[config.mk]
export PLATFORM = sky130hd
export DESIGN_NAME = seg7_number_ctrl
export DESIGN_NICKNAME = d
export VERILOG_FILES = /design/src/rtl/seg7_number_ctrl.sv
export SDC_FILE = /design/constraint.sdc
export NUM_CORES = 1
export LEC_CHECK = 0
export CORE_ASPECT_RATIO = 0.6
export CORE_MARGIN = 2
export CORE_UTILIZATION = 50
export CTS_BUF_LIST = sky130_fd_sc_hd__clkbuf_4 sky130_fd_sc_hd__clkbuf_8 sky130_fd_sc_hd__clkbuf_16
export DETAILED_ROUTE_END_ITERATION = 10
export GPL_TIMING_DRIVEN = 0
export PLACE_DENSITY = 0.75
export SYNTH_ARGS = -nofsm -noshare
export SYNTH_HDL_FRONTEND = slang
export SYNTH_SLANG_ARGS = --single-unit
[constraint.sdc]
create_clock -name clk -period 1.9 [get_ports clk]
set_clock_uncertainty 0.1 [all_clocks]
set_input_delay 0.475 -clock clk [delete_from_list [all_inputs] [get_ports clk]]
set_output_delay 0.475 -clock clk [all_outputs]
set_load 0.005 [all_outputs]
[src/rtl/seg7_number_ctrl.sv]
// Binary-to-BCD sequencer for a bank of 7-segment decoders, with a serial double-dabble engine.
// The optional saturate-on-overflow display is enabled with the SEG7_OVERFLOW_EN macro.
module seg7_number_ctrl #(
    parameter int WIDTH  = 16,
    parameter int DIGITS = 4
) (
    input  logic                  clk,
    input  logic                  reset_n,
    input  logic                  in_valid,
    output logic                  in_ready,
    input  logic [WIDTH-1:0]      in_value,
    input  logic                  blank_zeros,
    output logic                  busy,
    output logic                  update,
    output logic [DIGITS-1:0]     digit_en,
    output logic [4*DIGITS-1:0]   digit_num
`ifdef SEG7_OVERFLOW_EN
    ,
    output logic                  overflow
`endif
);

    localparam int CW = (WIDTH > 1) ? $clog2(WIDTH) : 1;
    localparam int BW = 4 * DIGITS;

    typedef enum logic [1:0] {
        IDLE,
        CONV,
        LOAD
    } state_t;

    state_t            state_q, state_d;
    logic [WIDTH-1:0]  shift_q, shift_d;
    logic [BW-1:0]     bcd_q, bcd_d;
    logic              blank_q, blank_d;
    logic [CW-1:0]     cnt_q, cnt_d;
    logic [DIGITS-1:0] digit_en_q, digit_en_d;
    logic [BW-1:0]     digit_num_q, digit_num_d;
    logic              update_q, update_d;
    logic [BW-1:0]     bcd_adj;
    logic [DIGITS-1:0] en_calc;
    logic              any_nz;

`ifdef SEG7_OVERFLOW_EN
    localparam logic [63:0] MAX_VAL = 64'(10 ** DIGITS - 1);
    logic ovf_flag_q, ovf_flag_d;
    logic overflow_q, overflow_d;
    logic [63:0] in_ext;
    assign in_ext   = 64'(in_value);
    assign overflow = overflow_q;
`endif

    assign in_ready  = (state_q == IDLE);
    assign busy      = (state_q != IDLE);
    assign update    = update_q;
    assign digit_en  = digit_en_q;
    assign digit_num = digit_num_q;

    // Add-3 correction applied to every BCD digit before each shift
    always_comb begin
        bcd_adj = bcd_q;
        for (int i = 0; i < DIGITS; i++) begin
            if (bcd_q[4*i +: 4] >= 4'd5) begin
                bcd_adj[4*i +: 4] = bcd_q[4*i +: 4] + 4'd3;
            end
        end
    end

    // A digit is lit unless it and every more significant digit are zero
    always_comb begin
        any_nz  = 1'b0;
        en_calc = '0;
        for (int i = DIGITS - 1; i >= 0; i--) begin
            any_nz     = any_nz | (|bcd_q[4*i +: 4]);
            en_calc[i] = !blank_q || any_nz || (i == 0);
        end
    end

    always_comb begin
        state_d     = state_q;
        shift_d     = shift_q;
        bcd_d       = bcd_q;
        blank_d     = blank_q;
        cnt_d       = cnt_q;
        digit_en_d  = digit_en_q;
        digit_num_d = digit_num_q;
        update_d    = 1'b0;
`ifdef SEG7_OVERFLOW_EN
        ovf_flag_d  = ovf_flag_q;
        overflow_d  = overflow_q;
`endif
        case (state_q)
            IDLE: begin
                if (in_valid) begin
                    shift_d = in_value;
                    bcd_d   = '0;
                    blank_d = blank_zeros;
                    cnt_d   = CW'(WIDTH - 1);
`ifdef SEG7_OVERFLOW_EN
                    ovf_flag_d = (in_ext > MAX_VAL);
`endif
                    state_d = CONV;
                end
            end
            CONV: begin
                {bcd_d, shift_d} = {bcd_adj, shift_q} << 1;
                cnt_d = cnt_q - CW'(1);
                if (cnt_q == '0) begin
                    state_d = LOAD;
                end
            end
            LOAD: begin
                digit_num_d = bcd_q;
                digit_en_d  = en_calc;
                update_d    = 1'b1;
`ifdef SEG7_OVERFLOW_EN
                overflow_d  = ovf_flag_q;
                if (ovf_flag_q) begin
                    digit_num_d = {DIGITS{4'h9}};
                    digit_en_d  = '1;
                end
`endif
                state_d = IDLE;
            end
            default: begin
                state_d = IDLE;
            end
        endcase
    end

    always_ff @(posedge clk or negedge reset_n) begin
        if (!reset_n) begin
            state_q     <= IDLE;
            shift_q     <= '0;
            bcd_q       <= '0;
            blank_q     <= 1'b0;
            cnt_q       <= '0;
            digit_en_q  <= '0;
            digit_num_q <= '0;
            update_q    <= 1'b0;
`ifdef SEG7_OVERFLOW_EN
            ovf_flag_q  <= 1'b0;
            overflow_q  <= 1'b0;
`endif
        end else begin
            state_q     <= state_d;
            shift_q     <= shift_d;
            bcd_q       <= bcd_d;
            blank_q     <= blank_d;
            cnt_q       <= cnt_d;
            digit_en_q  <= digit_en_d;
            digit_num_q <= digit_num_d;
            update_q    <= update_d;
`ifdef SEG7_OVERFLOW_EN
            ovf_flag_q  <= ovf_flag_d;
            overflow_q  <= overflow_d;
`endif
        end
    end

endmodule

== After elaboration in Yosys (flattened, before gate mapping) ==
Cells that the tools add are included.
Widths: inputs -> output; s select.
Word-level totals
  output and inout bits: 23
  logic and storage cells: 51
  register bits: 60
Operators by class
  $add $sub $neg: 5
  mux-type cells: 14
  eq/ne operators: 4
  reduce and logical (&&, ||, !) cells: 14
  order comparisons: 4
  bitwise logic cells: 2
Operators by type and width (number)
  $pmux 16 s2: 2
  $mux 16: 2
  $ge 4x3->1 const B: 4
  $mux 4: 4
  $add 4x2->4 const B: 3
  $reduce_or 4->1: 3
  $pmux 4 s2: 1
  $reduce_and 2->1: 3
  $logic_not 4->1: 1
  $mux 2: 2
  $ne 2x2->1 const B: 2
  $pmux 2 s2: 1
  $reduce_bool 2->1: 2
  $sub 4x1->4 const B: 1
  $add 3x2->3 const B: 1
  $logic_or 1x1->1: 3
  $mux 3: 1
  $eq 2x1->1 const B: 1
  $eq 2x2->1 const B: 1
  $logic_not 2->1: 1
  $or 1x1->1: 2
  $logic_not 1->1: 1
  $mux 1: 1

== Depth between registers and ports, before layout ==
  depth after elaboration: 4
  mapped depth: 6

== Least setup slack after synthesis ==
OpenSTA, ideal clock, no wires.
  kind: reg-to-reg
  start point: reg bcd_q[0]
  end point: reg bcd_q[2]
  arrival: 1.436 ns
  stages on the path, launching flop included: 7
  setup slack: 0.282 ns
  library setup time: 0.083 ns
  cell sequence: dfrtp_1 -> inv_1 -> ha_1 -> nand2b_1 -> a21oi_1 -> mux2_2 -> o21ai_0
Between the ends
  cells in the longest elaborated chain, start to end: 3
RTL lines
  from (decl): RTL line 34  | logic [BW-1:0] bcd_q, bcd_d;
  from (signal assigned): RTL line 135  | bcd_q <= '0;
  from (signal assigned): RTL line 148  | bcd_q <= bcd_d;
  $add 4x2->4 / $ge 4x3->1 (equally long branches): RTL line 64, 63
  $mux 4 *: RTL line 63  | if (bcd_q[4*i +: 4] >= 4'd5) begin
  $pmux 16 s2 *: RTL line 92  | case (state_q)
Mark *: on every way between the ends. The rest lies on a longest branch, timed or not.
A chain may end at the register's enable or synchronous reset.

== Worst setup path in the final report ==
  start point: reg state_q[0]
  end point: out in_ready
Between the ends
  cells in the longest elaborated chain, start to end: 1
RTL lines
  from (decl): RTL line 32  | state_t state_q, state_d;
  from (signal assigned): RTL line 146  | state_q <= state_d;
  $logic_not 2->1: RTL line 53  | assign in_ready = (state_q == IDLE);
  to (decl): RTL line 10  | output logic in_ready,
No other way between the ends.

==> metrics.cfg <==
[drt]
num_vias = 2100
avgRoutedWirePerCell_um = 15.1
ant_nets = 0
drc = 0
viasPerCell = 5.44
first_pass_iters = 4
first_iter_violations = 112
wirelength_um = 5840

[global_routing]
first_global_vias = 1947
antenna_found_initial = 0
grt_pass1_wl_um = 9640
grtUsageMet2 = 0.302
grt.busiest_layer = met1
grtUsageMet1 = 0.315
grtUsageMet3 = 0.0749
grt_usage = 0.214
grt_max_degree = 38
grt_overflow = 0

[run]
maxCapViolations = 0

[floorplanning]
die_y_um = 61.2
rows = 20
start_util = 0.529
die_w_um = 99.3
dieArea_mm2 = 0.00608
io_pins = 43
fp.coreArea_mm2 = 0.00515

[critical_path]
rr_startpoint = bcd_q[4]
path_cells = or2_4 > inv_1 > dlygate4sd2_1
critical_path_peak_fanout = 2
endpoint_kind = primary output
reg2reg_depth = 6
cp-start-kind = flip-flop
worstReg2RegEnd = bcd_q[6]
cpPeakStageDelay_ns = 0.37
slowest_stage = dfrtp_1
crit_type = flip-flop to primary output
cp.arrival_ns = 1.23
r2r_slack_ns = 0.14
cp.required_ns = 1.32

[sta]
slew_violations = 0
period_share = 0.952
worst_pin_slew_ns = 0.553
setup_viol = 0
setup_slack_ns = 0.0919
min_period_ns = 1.81
finalHoldViolations = 0
timing.fmax_mhz = 553
rsz0062_at_grt = false
slew_headroom = 0.632

[clock_network]
cts.htree.levels = 3
cts.sink_count = 60
path_clk_slew_ns = 0.06
ctsLongestPathBuffers = 2
cts_root_buf = clkbuf_8
insertion_delay_ns = 0.34
cts_buffers = 9
cts_tree = yes

[synth]
yosysWarnings = 0
syn_avg_cell_area_um2 = 10.5
ys_ff_latch = 60
synth_seq_area_share = 0.551
synth.distinct_cells = 31
syn_area_mm2 = 0.00273
synth_fp_nets = 292
postSynthCellCount = 260

[cells_and_area]
layout_common_cells = dfrtp_1, nand2_1, clkdlybuf4s50_1, o21ai_0, a22oi_1
n_antenna_cell = 0
synthToLayoutAreaGrowth_pct = 27.7
drive_gt1_frac = 0.153
final_common_cell = dfrtp_1
final_cells = 386
nNetsFinal = 348
final_util = 0.675

[pwr]
p_leak_nw = 1.60
power_mw = 5.58
power.density_mw_per_mm2 = 1600
irDropWorstVdd_uv = 835

[placed_design]
port_buffers = 42
post-place-ws_ns = -0.304
dpl.cell_count = 369
dp_hpwl_um = 4140
gp_congestion = 0.823

[min_path]
hp-class = input pin to async pin

[status]
status = completed

repair_timing:
item                                   CTS  global route
setup endpoints to repair                3            16
gates resized for setup                  3             7
setup buffers                            2             0
hold buffers                             0             0
endpoints found under the hold margin    0             0
cell type report:
type | count | area [um2]
multi-input combinational | 174 | 1140
buffer | 14 | 65.1
tap | 66 | 82.6
clock buffer | 13 | 160
sequential | 60 | 1500
fill | 422 | 1670
inverter | 12 | 45.0
timing repair buffer | 45 | 448
clock inverter | 2 | 35.0
through the flow:
| step | hold slack (ns) | TNS, ns | area (um2) |
|---|---|---|---|
| after global placement | 0.349 | -102.52 | 3230 |
| after detailed placement | 0.357 | -6.21 | 3240 |
| after CTS | 0.0310 | 0 | 3460 |
| after global routing | 0.0463 | 0 | 3480 |
| after floorplan | 0.0794 | 0 | 2730 |
| final | 0.0198 | 0 | 3480 |
flip-flops by register name, summed over array words and instances (netlist names):
name       count
digit_num     16
update         1
blank_q        1
shift_q       16
digit_en       4
state_q        2
bcd_q         16
cnt_q          4
where the power goes:
part,switching (mW),internal (mW),leakage (nW),total [mW]
clock,0.460,0.676,0.104,1.14
sequential,0.403,1.82,0.766,2.22
combinational,1.08,1.14,0.736,2.22
synthesized netlist by cell type:
cell	instances	area share
a211oi_1	1	0.0028
a21oi_1	8	0.015
a22oi_1	15	0.041
a31oi_1	1	0.0023
a32o_1	4	0.015
and2_1	1	0.0023
and3_1	1	0.0023
buf_2	9	0.017
clkbuf_1	5	0.0069
dfrtp_1	60	0.55
ha_1	12	0.055
inv_1	12	0.017
mux2_2	13	0.054
nand2_1	46	0.063
nand2_2	1	0.0023
nand2b_1	7	0.016
nand3_1	13	0.024
nor2_1	2	0.0028
nor2_2	1	0.0023
nor2b_1	1	0.0023
nor3_1	1	0.0018
nor3b_1	4	0.011
nor4b_1	1	0.0032
nor4bb_1	1	0.0037
o21ai_0	26	0.048
o21ai_1	1	0.0018
o31ai_1	6	0.017
or2_2	1	0.0023
or3b_1	1	0.0032
xnor2_1	4	0.013
xor2_1	1	0.0032
worst max-delay path, delay by kind of cell (launching register included):
family | cells | cell delay [ns]
flops | 1 | 0.37
buf+inv | 2 | 0.28
simple gates | 1 | 0.25
how the worst max path moves through the flow:
stage,start,endpoint,cells past startpoint
2_1_floorplan,bcd_q[0],bcd_q[2],6
3_3_place_gp,reset_n,cnt_q[2],1
3_5_place_dp,in_valid,shift_q[11],5
6_report,state_q[0],in_ready,3
5_1_grt,bcd_q[8],bcd_q[10],6
4_1_cts,state_q[0],in_ready,3
routing by layer:
layer	vias up	share of wire	routed length, um
met1	1025	0.51	2970
met2	52	0.43	2500
met5	-	0	0
met4	0	0.0091	53
li1	1015	-	-
met3	8	0.055	321
cell families after synthesis:
family | Yosys count | synth area share
xor+xnor | 5 | 0.0161
simple gates | 82 | 0.143
fa+ha+maj | 12 | 0.0551
compound gates | 62 | 0.142
mux | 13 | 0.0537
flops | 60 | 0.551
buf+inv | 26 | 0.0399
(Power assumes the default switching activity.)
